===== src/rtl/bcd_pkg.sv =====
// Shared types, constants and helpers for the BCD programmable counter.
package bcd_pkg;

  typedef logic [3:0] bcd_digit_t;

  localparam bcd_digit_t BCD_MAX = 4'd9;
  localparam bcd_digit_t BCD_MIN = 4'd0;

  // What the count register does on the next edge (reset is handled separately).
  typedef enum logic [1:0] {
    ActHold,
    ActLoad,
    ActStep,
    ActEndpoint
  } bcd_action_e;

  // Any non-decimal nibble (A-F) is treated as 9.
  function automatic bcd_digit_t bcd_clamp(input bcd_digit_t digit);
    return (digit > BCD_MAX) ? BCD_MAX : digit;
  endfunction

endpackage


===== src/rtl/bcd_digit.sv =====
// One BCD digit of the step chain: increments or decrements when enabled and
// reports carry (up) or borrow (down) into the next more significant digit.
module bcd_digit
  import bcd_pkg::*;
(
  input  bcd_digit_t digit,
  input  logic       en,
  input  logic       up,
  output bcd_digit_t digit_next,
  output logic       carry
);

  // Single-digit step with 9->0 / 0->9 rollover.
  always_comb begin
    digit_next = digit;
    carry      = 1'b0;
    if (en) begin
      if (up) begin
        if (digit >= BCD_MAX) begin
          digit_next = BCD_MIN;
          carry      = 1'b1;
        end else begin
          digit_next = digit + 4'd1;
        end
      end else begin
        if (digit == BCD_MIN) begin
          digit_next = BCD_MAX;
          carry      = 1'b1;
        end else if (digit > BCD_MAX) begin
          // Out-of-range digit cannot arise after reset; land on a valid value anyway.
          digit_next = BCD_MAX - 4'd1;
        end else begin
          digit_next = digit - 4'd1;
        end
      end
    end
  end

endmodule


===== src/rtl/bcd_prog_counter.sv =====
// Multi-digit BCD counter with programmable terminal value, up/down counting,
// parallel load, run/stop control and wrap-or-hold endpoint behaviour.
module bcd_prog_counter
  import bcd_pkg::*;
#(
  parameter int unsigned DIGITS = 2,
  parameter bit          WRAP   = 1'b1
) (
  input  logic                CLK,
  input  logic                RST,
  input  logic                run,
  input  logic                stop,
  input  logic                up,
  input  logic                load,
  input  logic [4*DIGITS-1:0] load_val,
  input  logic [4*DIGITS-1:0] term_val,
  output logic [4*DIGITS-1:0] count_out,
  output logic                tc,
  output logic                done
);

  localparam int unsigned W = 4 * DIGITS;

  logic [W-1:0]  count_q, count_d;
  logic          done_q, done_d;
  logic [W-1:0]  term_c;
  logic [W-1:0]  load_c;
  logic [W-1:0]  step_val;
  logic [W-1:0]  end_val;
  logic [DIGITS:0] carry;
  logic          at_top;
  logic          at_zero;
  logic          end_hit;
  bcd_action_e   action;

  // Digit 0 always steps; each higher digit steps only on carry/borrow from below.
  assign carry[0] = 1'b1;

  for (genvar i = 0; i < DIGITS; i++) begin : g_digit
    assign term_c[4*i +: 4] = bcd_clamp(term_val[4*i +: 4]);
    assign load_c[4*i +: 4] = bcd_clamp(load_val[4*i +: 4]);

    bcd_digit u_digit (
      .digit      (count_q[4*i +: 4]),
      .en         (carry[i]),
      .up         (up),
      .digit_next (step_val[4*i +: 4]),
      .carry      (carry[i+1])
    );
  end

  // With valid BCD in every digit, plain unsigned compare matches decimal order.
  assign at_top  = (count_q >= term_c);
  assign at_zero = (count_q == '0);
  assign tc      = up ? at_top : at_zero;

  // A carry out of the top digit only happens at all-9s (up) or all-0s (down), both
  // already covered by tc; folding it in guarantees the chain can never overflow.
  assign end_hit = tc | carry[DIGITS];

  // Value taken when an endpoint is hit while counting.
  always_comb begin
    end_val = '0;
    if (WRAP) begin
      end_val = up ? '0 : term_c;
    end else begin
      end_val = up ? term_c : '0;
    end
  end

  // Priority decode below reset: load, then counting, else hold.
  always_comb begin
    action = ActHold;
    if (load) begin
      action = ActLoad;
    end else if (run && !stop) begin
      action = end_hit ? ActEndpoint : ActStep;
    end
  end

  // Next-state for count and the sticky done flag.
  always_comb begin
    count_d = count_q;
    done_d  = done_q;
    unique case (action)
      ActLoad: begin
        count_d = load_c;
        done_d  = 1'b0;
      end
      ActStep: begin
        count_d = step_val;
      end
      ActEndpoint: begin
        count_d = end_val;
        if (!WRAP) done_d = 1'b1;
      end
      default: begin
      end
    endcase
  end

  // State registers with synchronous reset taking priority over everything.
  always_ff @(posedge CLK) begin
    if (RST) begin
      count_q <= '0;
      done_q  <= 1'b0;
    end else begin
      count_q <= count_d;
      done_q  <= done_d;
    end
  end

  assign count_out = count_q;
  assign done      = done_q;

endmodule


===== config.mk =====
export PLATFORM = sky130hd
export DESIGN_NAME = bcd_prog_counter
export DESIGN_NICKNAME = d
export VERILOG_FILES = /design/src/rtl/bcd_pkg.sv /design/src/rtl/bcd_digit.sv /design/src/rtl/bcd_prog_counter.sv
export SDC_FILE = /design/constraint.sdc
export NUM_CORES = 1
export LEC_CHECK = 0
export ABC_AREA = 1
export CORE_MARGIN = 2
export CORE_UTILIZATION = 27
export DETAILED_ROUTE_END_ITERATION = 16
export PLACE_DENSITY = 0.56
export SLEW_MARGIN = 25
export SYNTH_ARGS = -nofsm -noshare
export SYNTH_HDL_FRONTEND = slang
export SYNTH_SLANG_ARGS = --single-unit

===== constraint.sdc =====
create_clock -name CLK -period 3.08 [get_ports CLK]
set_input_delay 0.616 -clock CLK [delete_from_list [all_inputs] [get_ports CLK]]
set_output_delay 0.616 -clock CLK [all_outputs]
set_load 0.02 [all_outputs]

==> results.md <==
- Clock tree buffer depth: 2
- Dpl hpwl: 2822 um
- Pre-CTS WS: -0.2436 ns
- Comb pwr share: 51.1%
- Crit-path most repeated cell: nand2_1
- Core Footprint: 4444 um^2
- CTS root buf: clkbuf_8
- Syn_area_per_cell: 5.958 um^2
- ANT nets after route: 0
- Switching pwr: 204.4 uW
- Yosys cell types: 28
- Worst Hold Class: reg -> reg
- Cell area after synthesis: 1275 um^2
- Tcrit/Tclk final: 93.85%
- Status: complete, no violations
- Clk pwr share: 23.7%
- Slowest cell on crit path: clkdlybuf4s50_1
- Largest net degree at the start of global routing: 11
- Die Footprint: 5287 um^2
- Initial DRC Count: 43
- RSZ-0062 raised after global routing: false
- Maximum VDD drop: 0.1638 mV
- Port bufs: 30
- Int Pwr: 316.7 uW
- Final hold vios: 0
- Initial Util: 28.69%
- Top FF cell, synth: dfxtp_1
- DRT Pass-1 Iters: 4
- Initial antenna violation count: 0
- Worst path arrival time: 2.27 ns
- Most frequent cells in the layout: nand2_1, inv_1, clkdlybuf4s50_1, nand3_1, nor2_1
- First-pass GRT wire length: 5830 um
- Placer congestion estimate: 0.7890
- Num ports: 32
- Post-layout min period: 2.891 ns
- Vias per cell: 4.595
- Clock Latency Late Sink: 0.22 ns
- F_max: 346.0 MHz
- Cells after Synth: 214
- Syn. warnings: 0
- Number of synthesized flops with an enable pin: 0
- Die Width: 72.72 um
- Vias in the first global route: 1334
- Ys async rst share: 0%
- Worst Skew: 0.001172 ns
- H-Tree Depth: 1
- Core Rows: 24
- Crit path largest cell delay: 0.49 ns
- WL final: 3446 um
- Total grt overflow: 0
- Sequential-to-total area share from yosys stat: 12.56%
- Die Y-Extent: 72.72 um
- Crit-path cells: clkdlybuf4s50_1 > inv_1 > a21oi_1 > nor2_1 > inv_1 > ha_1 > a21oi_1 > o21a_1 > nand2_1 > nand2_1 > nand2_1 > clkbuf_2
- Hold Slack: 0.5629 ns
- Clk sinks: 8
- Syn-to-layout area delta: 37.39%
- Max reg flops: 8
- Synth Area in Simple Gates: 43.08%
- Max cap viols: 0
- Clock-pin slew on the worst setup and hold paths: 0.04 ns
- XOR/XNOR Fraction of Synth Area: 3.435%
- Critical Path RT: 2.46 ns
- Mux share of post-synthesis cell area: 0%
- Seq cells post-synth: 8
- Setup-failing EPs final: 0
- CP max FO: 3
- Commonest non-fill, non-tap cell in the layout: nand2_1
- Compound-cell area share of the yosys netlist: 12.95%
- Wire length per cell: 11.15 um
- N_diodes: 0
- Leak: 0.8991 nW
- Worst Slack Setup Final: 0.1894 ns
- Vias: 1420
- Synth Area in Adders: 14.72%
- CTS tree: done
- Critical Path End Type: primary output
- Largest family of logic cells by synthesized area: simple AND/OR/NAND/NOR gates
- Layout Nets: 296
- Syn nets: 251
- Setup CP Type: in -> out
- CTS Buf Count: 3
- Share of cells above drive strength 1: 12.84%
- Pwr/cell area: 297.5 nW/um^2
- Switching Share: 39.23%
- Worst setup SP type: input port
- Pins Over Slew Limit: 0
- Residual DRC: 0
- Hold_buf cts: 0
- Sequential power share: 25.1%
- Total GRT Usage: 13.74%
==> metal layers <==
metal	vias to the layer above	GRT usage, %	part of all wire, %
li1	782	-	-
met1	610	19.90	53
met2	26	21.31	43
met3	2	0.9669	3.0
met4	0	4.938	0.70
met5	-	0	0
==> stage by stage <==
step / util, % / power, mW / cells / cell area [um^2] / TNS [ns]
3_5_place_dp: 38.60 / 0.4007 / 306 / 1715 / -0.2436
5_1_grt: 39.41 / 0.5669 / 309 / 1752 / 0
6_report: 39.41 / 0.5211 / 309 / 1752 / 0
3_3_place_gp: 38.60 / 0.4008 / 306 / 1715 / -0.2031
4_1_cts: 39.50 / 0.5265 / 309 / 1755 / 0
2_1_floorplan: - / 0.3011 / 214 / 1275 / 0
==> power groups by stage <==
stage,Combinational (mW),Clock [mW],Sequential (mW)
floorplan,0.163,0,0.138
global placement,0.267,0,0.134
detailed placement,0.268,0,0.133
CTS,0.268,0.127,0.131
global route,0.301,0.133,0.134
finish,0.266,0.124,0.131
==> logic make-up after synthesis <==
kind of cell    after synthesis
compound gates               31
xor+xnor                      5
fa+ha+maj                    15
buf+inv                      42
flops                         8
other cells                   1
simple gates                112
==> Yosys cell counts (2+ instances only) <==
cell      instances  share of area (%)
nand2_1          47                 14
inv_1            35                 10
nand3_1          24                9.4
nor2_1           19                5.6
ha_1             15                 15
o21ai_0          15                5.9
a21oi_1           9                3.5
dfxtp_1           8                 13
inv_2             5                1.5
nand4_1           5                2.5
nand2_2           4                2.0
nand3b_1          3                1.8
o21ai_1           3                1.2
xor2_1            3                2.1
buf_4             2                1.2
nand3_4           2                2.7
nor2_2            2               0.98
nor3_1            2               0.79
xnor2_1           2                1.4
==> critical path: cells and delay by family <==
kind,cells,cell delay (ns)
buffers and inverters,4,0.76
AO/OA/AOI/OAI,3,0.42
AND/OR/NAND/NOR,4,0.25
adder cells (fa/ha/maj),1,0.23
==> area by class of cell <==
cell class	count	area, um^2
Fill cell	478	2693
Multi-Input combinational cell	164	949.7
Timing Repair Buffer	42	385.4
Sequential cell	8	160.2
Inverter	40	150.1
Tap cell	52	65.06
Clock buffer	3	41.29
==> worst paths after layout <==
check                                               start                         to  slack (ns)  cells past startpoint
worst max-delay path                          term_val[7]                         tc        0.19                     12
worst min-delay path            count_out[5]$_SDFFE_PP0P_  count_out[5]$_SDFFE_PP0P_        0.56                      2
worst max register to register  count_out[0]$_SDFFE_PP0P_  count_out[0]$_SDFFE_PP0P_        1.02                     16
worst min register to register  count_out[5]$_SDFFE_PP0P_  count_out[5]$_SDFFE_PP0P_        0.56                      2
==> what timing repair did <==
action,CTS,global route
gates resized for setup,1,3
gates cloned,0,0
setup endpoints to repair,1,1
endpoints found under the hold margin,0,0
buffers inserted,0,0
Power figures use the tool's default switching activity.
